File: src/rtl/pe_array_sequencer.sv
// Sequencer for one convolution layer on the PE array: streams weights into the PEs,
// primes the line buffer, paces the MAC/adder/pool strobes and loops over filter banks.
module pe_array_sequencer #(
    parameter int N_PE      = 16,
    parameter int ADDR_FIFO = 8,
    parameter int KTAPS     = 9,
    parameter int MAC_LAT   = 2,
    parameter int BANK_W    = 6
) (
    input  logic                 clk,
    input  logic                 rst_n,
    input  logic                 start,
    input  logic [ADDR_FIFO-1:0] cfg_row_length,
    input  logic [ADDR_FIFO-1:0] cfg_num_rows,
    input  logic [BANK_W-1:0]    cfg_num_banks,
    input  logic                 cfg_pool_enable,
    input  logic                 cfg_nl_enable,
    input  logic [2:0]           cfg_nl_type,
    input  logic [2:0]           cfg_pool_nl,
    input  logic                 in_valid,
    output logic                 in_ready,
    output logic [N_PE-1:0]      shifting_filter,
    output logic                 line_buffer_reset,
    output logic                 shifting_line,
    output logic [ADDR_FIFO-1:0] row_length,
    output logic                 mac_enable,
    output logic                 adder_enable,
    output logic                 final_filter_bank,
    output logic                 line_buffer_reset_pool,
    output logic                 shifting_line_pool,
    output logic [ADDR_FIFO-1:0] row_length_pool,
    output logic                 nl_enable,
    output logic                 pool_enable,
    output logic [2:0]           nl_type,
    output logic [2:0]           pool_nl,
    output logic                 busy,
    output logic                 done,
    output logic                 cfg_err
);
    localparam int PE_W  = (N_PE > 1) ? $clog2(N_PE) : 1;
    localparam int TAP_W = (KTAPS > 1) ? $clog2(KTAPS) : 1;
    localparam int DRN_W = $clog2(MAC_LAT + 2);

    typedef enum logic [2:0] {IDLE, FLT_LOAD, LB_RESET, LB_FILL, COMPUTE, DRAIN, DONE} state_t;

    state_t               state, state_n;
    logic [PE_W-1:0]      pe, pe_n;
    logic [TAP_W-1:0]     tap, tap_n;
    logic [ADDR_FIFO-1:0] col, col_n, row, row_n, num_rows_q;
    logic [BANK_W-1:0]    bank, bank_n, num_banks_q;
    logic [DRN_W-1:0]     drn, drn_n;
    logic [N_PE-1:0]      sf_n;
    logic                 sl_n, lbr_n, lbrp_n, mac_n, done_n, err_n, latch;
    logic                 xfer, col_last, last_bank;
    logic [MAC_LAT-1:0]   mac_pipe;

    assign in_ready          = (state == FLT_LOAD) || (state == LB_FILL) || (state == COMPUTE);
    assign xfer              = in_valid && in_ready;
    assign busy              = (state != IDLE);
    assign col_last          = (col == row_length - ADDR_FIFO'(1));
    assign last_bank         = (bank == num_banks_q - BANK_W'(1));
    assign final_filter_bank = busy && last_bank;
    assign adder_enable      = mac_pipe[MAC_LAT-1];

    always_ff @(posedge clk or negedge rst_n) begin
        if (!rst_n) state <= IDLE;
        else        state <= state_n;
    end

    always_comb begin
        state_n = state;
        pe_n    = pe;
        tap_n   = tap;
        col_n   = col;
        row_n   = row;
        bank_n  = bank;
        drn_n   = drn;
        sf_n    = '0;
        sl_n    = 1'b0;
        lbr_n   = 1'b0;
        lbrp_n  = 1'b0;
        mac_n   = 1'b0;
        done_n  = 1'b0;
        err_n   = 1'b0;
        latch   = 1'b0;
        case (state)
            IDLE: begin
                if (start) begin
                    if (cfg_row_length < ADDR_FIFO'(3) || cfg_num_rows < ADDR_FIFO'(3) ||
                        cfg_num_banks == '0) begin
                        err_n = 1'b1;
                    end else begin
                        latch   = 1'b1;
                        bank_n  = '0;
                        pe_n    = '0;
                        tap_n   = '0;
                        state_n = FLT_LOAD;
                    end
                end
            end
            FLT_LOAD: begin
                if (xfer) begin
                    sf_n = N_PE'(1) << pe;
                    if (tap == TAP_W'(KTAPS - 1)) begin
                        tap_n = '0;
                        if (pe == PE_W'(N_PE - 1)) begin
                            pe_n    = '0;
                            state_n = LB_RESET;
                        end else begin
                            pe_n = pe + PE_W'(1);
                        end
                    end else begin
                        tap_n = tap + TAP_W'(1);
                    end
                end
            end
            LB_RESET: begin
                lbr_n   = 1'b1;
                lbrp_n  = pool_enable;
                col_n   = '0;
                row_n   = '0;
                state_n = LB_FILL;
            end
            LB_FILL: begin
                if (xfer) begin
                    sl_n  = 1'b1;
                    col_n = col_last ? '0 : col + ADDR_FIFO'(1);
                    row_n = col_last ? row + ADDR_FIFO'(1) : row;
                    // Two full rows plus two pixels primes the first 3x3 window.
                    if (row == ADDR_FIFO'(2) && col == ADDR_FIFO'(1)) state_n = COMPUTE;
                end
            end
            COMPUTE: begin
                if (xfer) begin
                    sl_n  = 1'b1;
                    mac_n = (col >= ADDR_FIFO'(2));
                    if (row == num_rows_q - ADDR_FIFO'(1) && col_last) begin
                        drn_n   = '0;
                        state_n = DRAIN;
                    end else begin
                        col_n = col_last ? '0 : col + ADDR_FIFO'(1);
                        row_n = col_last ? row + ADDR_FIFO'(1) : row;
                    end
                end
            end
            DRAIN: begin
                if (drn == DRN_W'(MAC_LAT)) begin
                    drn_n = '0;
                    if (last_bank) begin
                        done_n  = 1'b1;
                        state_n = DONE;
                    end else begin
                        bank_n  = bank + BANK_W'(1);
                        pe_n    = '0;
                        tap_n   = '0;
                        state_n = FLT_LOAD;
                    end
                end else begin
                    drn_n = drn + DRN_W'(1);
                end
            end
            DONE:    state_n = IDLE;
            default: state_n = IDLE;
        endcase
    end

    always_ff @(posedge clk or negedge rst_n) begin
        if (!rst_n) begin
            pe                     <= '0;
            tap                    <= '0;
            col                    <= '0;
            row                    <= '0;
            bank                   <= '0;
            drn                    <= '0;
            num_rows_q             <= '0;
            num_banks_q            <= '0;
            shifting_filter        <= '0;
            shifting_line          <= 1'b0;
            line_buffer_reset      <= 1'b0;
            line_buffer_reset_pool <= 1'b0;
            mac_enable             <= 1'b0;
            mac_pipe               <= '0;
            shifting_line_pool     <= 1'b0;
            done                   <= 1'b0;
            cfg_err                <= 1'b0;
            row_length             <= '0;
            row_length_pool        <= '0;
            nl_enable              <= 1'b0;
            pool_enable            <= 1'b0;
            nl_type                <= '0;
            pool_nl                <= '0;
        end else begin
            pe                     <= pe_n;
            tap                    <= tap_n;
            col                    <= col_n;
            row                    <= row_n;
            bank                   <= bank_n;
            drn                    <= drn_n;
            shifting_filter        <= sf_n;
            shifting_line          <= sl_n;
            line_buffer_reset      <= lbr_n;
            line_buffer_reset_pool <= lbrp_n;
            mac_enable             <= mac_n;
            done                   <= done_n;
            cfg_err                <= err_n;
            // mac -> adder delay line, then one more stage to the pool line buffer
            mac_pipe[0] <= mac_enable;
            for (int i = 1; i < MAC_LAT; i++) mac_pipe[i] <= mac_pipe[i-1];
            shifting_line_pool <= adder_enable && pool_enable;
            if (latch) begin
                row_length      <= cfg_row_length;
                row_length_pool <= cfg_row_length - ADDR_FIFO'(2);
                num_rows_q      <= cfg_num_rows;
                num_banks_q     <= cfg_num_banks;
                nl_enable       <= cfg_nl_enable;
                pool_enable     <= cfg_pool_enable;
                nl_type         <= cfg_nl_type;
                pool_nl         <= cfg_pool_nl;
            end
        end
    end
endmodule

File: config.mk
export PLATFORM = sky130hd
export DESIGN_NAME = pe_array_sequencer
export DESIGN_NICKNAME = d
export VERILOG_FILES = /design/src/rtl/pe_array_sequencer.sv
export SDC_FILE = /design/constraint.sdc
export NUM_CORES = 1
export LEC_CHECK = 0
export ABC_AREA = 1
export CAP_MARGIN = 20
export CELL_PAD_IN_SITES_DETAIL_PLACEMENT = 1
export CELL_PAD_IN_SITES_GLOBAL_PLACEMENT = 2
export CORE_MARGIN = 2
export CORE_UTILIZATION = 29
export DETAILED_ROUTE_END_ITERATION = 8
export GPL_ROUTABILITY_DRIVEN = 0
export PLACE_DENSITY_LB_ADDON = 0.1
export SLEW_MARGIN = 40
export SYNTH_ARGS = -nofsm -noshare
export SYNTH_HDL_FRONTEND = slang
export SYNTH_SLANG_ARGS = --single-unit
File: constraint.sdc
create_clock -name clk -period 2 [get_ports clk]
set_input_delay 0.2 -clock clk [delete_from_list [all_inputs] [get_ports clk]]
set_output_delay 0.2 -clock clk [all_outputs]
set_load 0.05 [all_outputs]
# ---- Word level (Yosys, flattened, before mapping)
# Index checks and enable logic that the tools add are counted.
# W data, S select, Z words.
dict set report word_totals {
  register_bits 98
  in_bits 34
  word_cells 145
}
dict set report classes {
  add_sub_neg 10
  magnitude_cmp 3
  eq_ne 25
  shift 1
  n_mux 59
  reduce_logical 23
}
# op n
set op_table {}
lappend op_table {{$mux W8} 8}
lappend op_table {{$pmux W8 S3} 2}
lappend op_table {{$mux W4} 9}
lappend op_table {{$mux W3} 11}
lappend op_table {{$mux W16} 2}
lappend op_table {{$mux W6} 4}
lappend op_table {{$pmux W4 S3} 2}
lappend op_table {{$pmux W3 S6} 1}
lappend op_table {{$add A8 B1 Y8 const B} 2}
lappend op_table {{$eq A8 B8 Y1} 2}
lappend op_table {{$lt A8 B2 Y1 const B} 2}
lappend op_table {{$ne A2 B2 Y1 const B} 8}
lappend op_table {{$shl A1 B4 Y16 const A} 1}
lappend op_table {{$sub A8 B1 Y8 const B} 2}
lappend op_table {{$mux W1} 15}
lappend op_table {{$pmux W6 S2} 1}
lappend op_table {{$reduce_and A10 Y1} 1}
lappend op_table {{$reduce_bool A3 Y1} 3}
lappend op_table {{$add A4 B1 Y4 const B} 2}
lappend op_table {{$eq A4 B4 Y1 const B} 2}
lappend op_table {{$eq A8 B1 Y1 const B} 1}
lappend op_table {{$eq A8 B2 Y1 const B} 1}
lappend op_table {{$ge A8 B2 Y1 const B} 1}
lappend op_table {{$ne A2 B1 Y1 const B} 4}
lappend op_table {{other kinds (22)} 34}

# ---- Logic depth before layout (Yosys ltp)
dict set report depth {
  word_depth 6
  ltp_mapped 16
  ltp_nobuf 16
}

# ---- Worst setup path before layout
# Ideal clock, no wire load.
dict set report synth_path {
  kind {register to register}
  start {reg row_length[0]}
  end {reg col[3]}
  setup_ns 0.118
  arrival_ns 2.176
  required_time_ns 1.882
  setup_slack_ns -0.295
  stages_incl_launch_ff 15
  period_less_slack_ns 2.295
  cell_sequence {dfrtp_1 inv_1 ha_1 inv_1 nand2_1 nand2_1 nor2_1 nand3_1 nor2_2 nand2_2 nor2_4 nand3_4 nand2_4 buf_12 o21ai_2}
}
dict set report synth_between {
  elab_chain_len 6
  word_cells_on_any_way 10
  cone_classes {1 x add/sub; 2 x eq/ne; 5 x mux; 2 x reduce/logical}
}
# item line
set synth_rtl {}
lappend synth_rtl {{start: declaration} 25} ;# output logic [ADDR_FIFO-1:0] row_length,
lappend synth_rtl {{start signal: assignment} 211} ;# row_length <= cfg_row_length;
lappend synth_rtl {{$sub A8 B1 Y8 *} 60} ;# assign col_last = (col == row_length - ADDR_FIFO'(1));
lappend synth_rtl {{$eq A8 B8 Y1 *} 60}
lappend synth_rtl {{$mux W8} {127, 141}}
lappend synth_rtl {{$mux W8} 137} ;# if (row == num_rows_q - ADDR_FIFO'(1) && col_last) begin
lappend synth_rtl {{$mux W8} 134} ;# if (xfer) begin
lappend synth_rtl {{$pmux W8 S3} 86} ;# case (state)
lappend synth_rtl {{end signal: assignment} 195} ;# col <= col_n;
lappend synth_rtl {{end: declaration} 49} ;# logic [ADDR_FIFO-1:0] col, col_n, row, row_n, num_rows_q;
# Mark *: on every way between the ends. The rest lies on a longest branch, timed or not. The select of a mux whose other input is x is not followed.
# A chain may end at the register's enable or synchronous reset.

# ---- Worst setup path in the final report
dict set report layout_path {
  start {reg num_banks_q[1]}
  end {out final_filter_bank}
}
dict set report layout_between {
  elab_chain_len 3
}
# item line
set layout_rtl {}
lappend layout_rtl {{start: declaration} 50} ;# logic [BANK_W-1:0] bank, bank_n, num_banks_q;
lappend layout_rtl {{start signal: assignment} 214} ;# num_banks_q <= cfg_num_banks;
lappend layout_rtl {{$sub A6 B1 Y6} 61} ;# assign last_bank = (bank == num_banks_q - BANK_W'(1));
lappend layout_rtl {{$eq A6 B6 Y1} 61}
lappend layout_rtl {{$logic_and A1 B1 Y1} 62} ;# assign final_filter_bank = busy && last_bank;
lappend layout_rtl {{end: declaration} 28} ;# output logic final_filter_bank,
# Every way passes these cells.

==> out/summary.txt <==
Relative slew slack -> 0.636
Reg2Reg Setup Slack -> -40 ps
FFs w/ async S/R, synth -> 1.00
Layout Nets -> 890
Cell Pwr Density -> 1400 nW/um^2
Initial antenna violation count -> 2
MaxCap Viol Count -> 0
Area of the mapped netlist -> 5600 um^2
First-pass GRT wire length -> 26,400 um
Top_reg_cell synth -> dfrtp_1
Non-Filler Instances -> 1,103
Final WL -> 16,300 um
Max-slew violation count -> 0
Worst Path Buf+Inv -> 2
Failing checks -> negative setup slack
Slowest-stage cell, CP -> dfrtp_1
RSZ-0062 raised after global routing -> yes
Startpoint types -> flop
Worst Setup End Kind -> output pin
Post-synth EDFFs -> 0
Clk_skew -> 8.65 ps
Worst slew pin tran -> 544 ps
Final setup margin -> -66.1 ps
Die width -> 143 um
Largest net degree at the start of global routing -> 43
Area Growth Syn to Fin -> 36.9%
Core area -> 18,800 um^2
Clk pin slew, worst setup/hold paths -> 80 ps
Reg2reg path depth -> 14
CTS tree -> done
Vias in the first global route -> 5,318
Required time of the worst setup path -> 1800 ps
Critical path's largest stage delay -> 390 ps
Layout cells sized above 1 -> 0.208
Via density -> 4.59
Starting DRT DRC Count -> 148
Lkg Pwr -> 3.60 nW
Port buffer count -> 84
WL/cell -> 14.7 um
Clock insertion delay at the later pin of the skew report -> 360 ps
Residual DRC count -> 0
Unique masters post-synth -> 36
YS warnings -> 0
Seq/Total Area, Yosys -> 0.433
HPWL reported at the end of detailed placement -> 12,700 um
Tcrit/Tclk final -> 1.03
Synthesized net count -> 751
Fin crit period -> 2070 ps
Final antenna-violating net count -> 0
GR Overflow Total -> 0
TNS Setup -> -298 ps
Core Util, Final -> 0.408
Fin. Hold Viols -> 0
Top delay family on crit path -> simple AND/OR/NAND/NOR gates
Inst Count DP -> 1,079
Max frequency -> 0.484 GHz
Cells after Synth -> 699
Num Clock Sinks -> 97
Crit-path cells -> inv_2 -> ha_4 -> xnor2_2 -> nor2_1 -> nand3_1 -> nor2_2 -> nand3_2 -> nor2_4 -> buf_12
Rows -> 50
Syn Area/Cell -> 8.02 um^2
Setup violators final -> 10
Inserted Clock Buffers -> 9
Most common cell after layout, fill and taps aside -> nand2_1
RR Startpoint -> row_length[1]
Die Area -> 20,500 um^2
HP Class -> input pin to async pin
Clk buf depth -> 2
Tot GR Track Use -> 0.164
Diodes inserted -> 0
Most frequent cells in the layout -> nand2_1 (167), dfrtp_1 (94), clkdlybuf4s50_1 (79), nor2_1 (72), inv_1 (68)
DRT Pass-1 Iters -> 4
Die height -> 143 um
Root buffer cell -> clkbuf_16
# IOs -> 85
Arr. time, crit path -> 1870 ps
RR Endpoint -> row[4]
Initial Utilization -> 0.298
Worst VDD drop -> 720 uV
Critical path fanouts, max -> 2
Post-synthesis sequential element count -> 97
Vias -> 5,068
Run status -> finished with violations
CP Class -> flop to output pin
H-tree levels -> 3
[cell families (layout without fill, tap and decap cells)]
kind of cell             Yosys count  in the layout  share of synthesized area
flip-flops                        97             97                      0.433
XOR/XNOR                          34             34                     0.0531
AO/OA/AOI/OAI                     53             53                     0.0547
adder cells (fa/ha/maj)           18             18                     0.0402
multiplexers                      11             11                     0.0221
AND/OR/NAND/NOR                  387            388                      0.324
buffers and inverters             99            242                     0.0732
[layout make-up]
| class | instances | area [um^2] |
|---|---|---|
| well taps | 260 | 325 |
| repair buffers | 142 | 1340 |
| fillers | 2253 | 11200 |
| multi-input cells | 504 | 2960 |
| flip-flops and latches | 97 | 2430 |
| clock inverters | 6 | 56.3 |
| inverters | 84 | 318 |
| clock buffers | 10 | 239 |
[through the flow]
step | hold slack, ps | instance area, um^2 | setup slack [ps] | power, mW
finish | 244 | 7670 | -66.1 | 10.7
global route | 261 | 7670 | -250 | 11.6
CTS | 241 | 7510 | -117 | 10.5
detailed placement | 85.8 | 7130 | -213 | 8.57
global placement | 84.6 | 7130 | -145 | 8.44
floorplan | -95.6 | 5620 | -23.3 | 6.64
[registers in the layout, indices dropped and copies added (netlist names)]
name / cells
mac_pipe: 2
line_buffer_reset: 1
nl_type: 3
col: 8
pe: 4
tap: 4
num_rows_q: 8
mac_enable: 1
line_buffer_reset_pool: 1
bank: 6
pool_nl: 3
shifting_line_pool: 1
row_length_pool: 7
cfg_err: 1
num_banks_q: 6
done: 1
row_length: 8
drn: 2
state: 3
pool_enable: 1
row: 8
shifting_filter: 16
nl_enable: 1
shifting_line: 1
[power breakdown]
part / internal (mW) / leakage, nW / switching (mW)
Combinational: 2.26 / 2.20 / 3.70
Sequential: 2.48 / 1.26 / 0.508
Clock: 0.910 / 0.144 / 0.859
[how the worst max path moves through the flow]
stage	startpoint	to	depth (start not counted)	slack [ps]
detailed placement	cfg_row_length[5]	tap[3]	12	-210
CTS	num_banks_q[1]	final_filter_bank	9	-120
floorplan	row_length[0]	col[3]	14	-20
global placement	cfg_row_length[5]	pe[1]	12	-140
finish	num_banks_q[1]	final_filter_bank	9	-70
global route	num_banks_q[1]	final_filter_bank	9	-250
[worst register-to-register path, cell delays in order, from the launching register on]
cell	delay [ps]
dfrtp_2	380
inv_2	50
ha_4	270
inv_2	30
nand2_1	50
nand2_1	50
nor2_2	120
nand3_2	110
nor2_4	100
nand2_2	70
nor2_4	170
nand3_4	210
buf_6	190
nand4_1	80
nand2_1	70
[synthesized netlist by cell type (2+ instances only)]
master | instances | area share
nor2_2 | 6 | 0.0067
nand3_1 | 48 | 0.043
nand4_1 | 24 | 0.027
clkbuf_1 | 6 | 0.0040
inv_1 | 73 | 0.049
buf_2 | 3 | 0.0027
o21ai_0 | 29 | 0.026
xnor2_1 | 19 | 0.030
o21ai_1 | 3 | 0.0027
o21ai_2 | 8 | 0.013
nor3b_1 | 2 | 0.0027
xor2_1 | 15 | 0.023
nand2_1 | 177 | 0.12
nor2_4 | 4 | 0.0080
mux2_2 | 11 | 0.022
or2_2 | 6 | 0.0067
nand2_4 | 2 | 0.0040
nand3_4 | 2 | 0.0063
ha_1 | 18 | 0.040
inv_2 | 11 | 0.0074
dfrtp_1 | 97 | 0.43
nand3b_1 | 5 | 0.0067
nor3_1 | 17 | 0.015
a21oi_1 | 12 | 0.011
buf_4 | 5 | 0.0067
nand2_2 | 7 | 0.0078
nand3_2 | 2 | 0.0036
nor2_1 | 79 | 0.053
[per-layer routing]
layer  wire length [um]  vias up  track usage  share of wire
met2               7920       89        0.283           0.49
met1               7300     2445        0.199           0.45
met5                 16        -            0        0.00098
met4                248        2       0.0532          0.015
li1                   -     2511            -              -
met3                764       21       0.0439          0.047
[timing repair]
item	4_1_cts	5_1_grt
hold buffers	1	0
setup buffers	3	3
cloned	0	1
pin swaps	9	16
resized for setup	12	33
hold endpoints to repair	11	0
setup endpoints to repair	30	37
(Power assumes the default switching activity.)
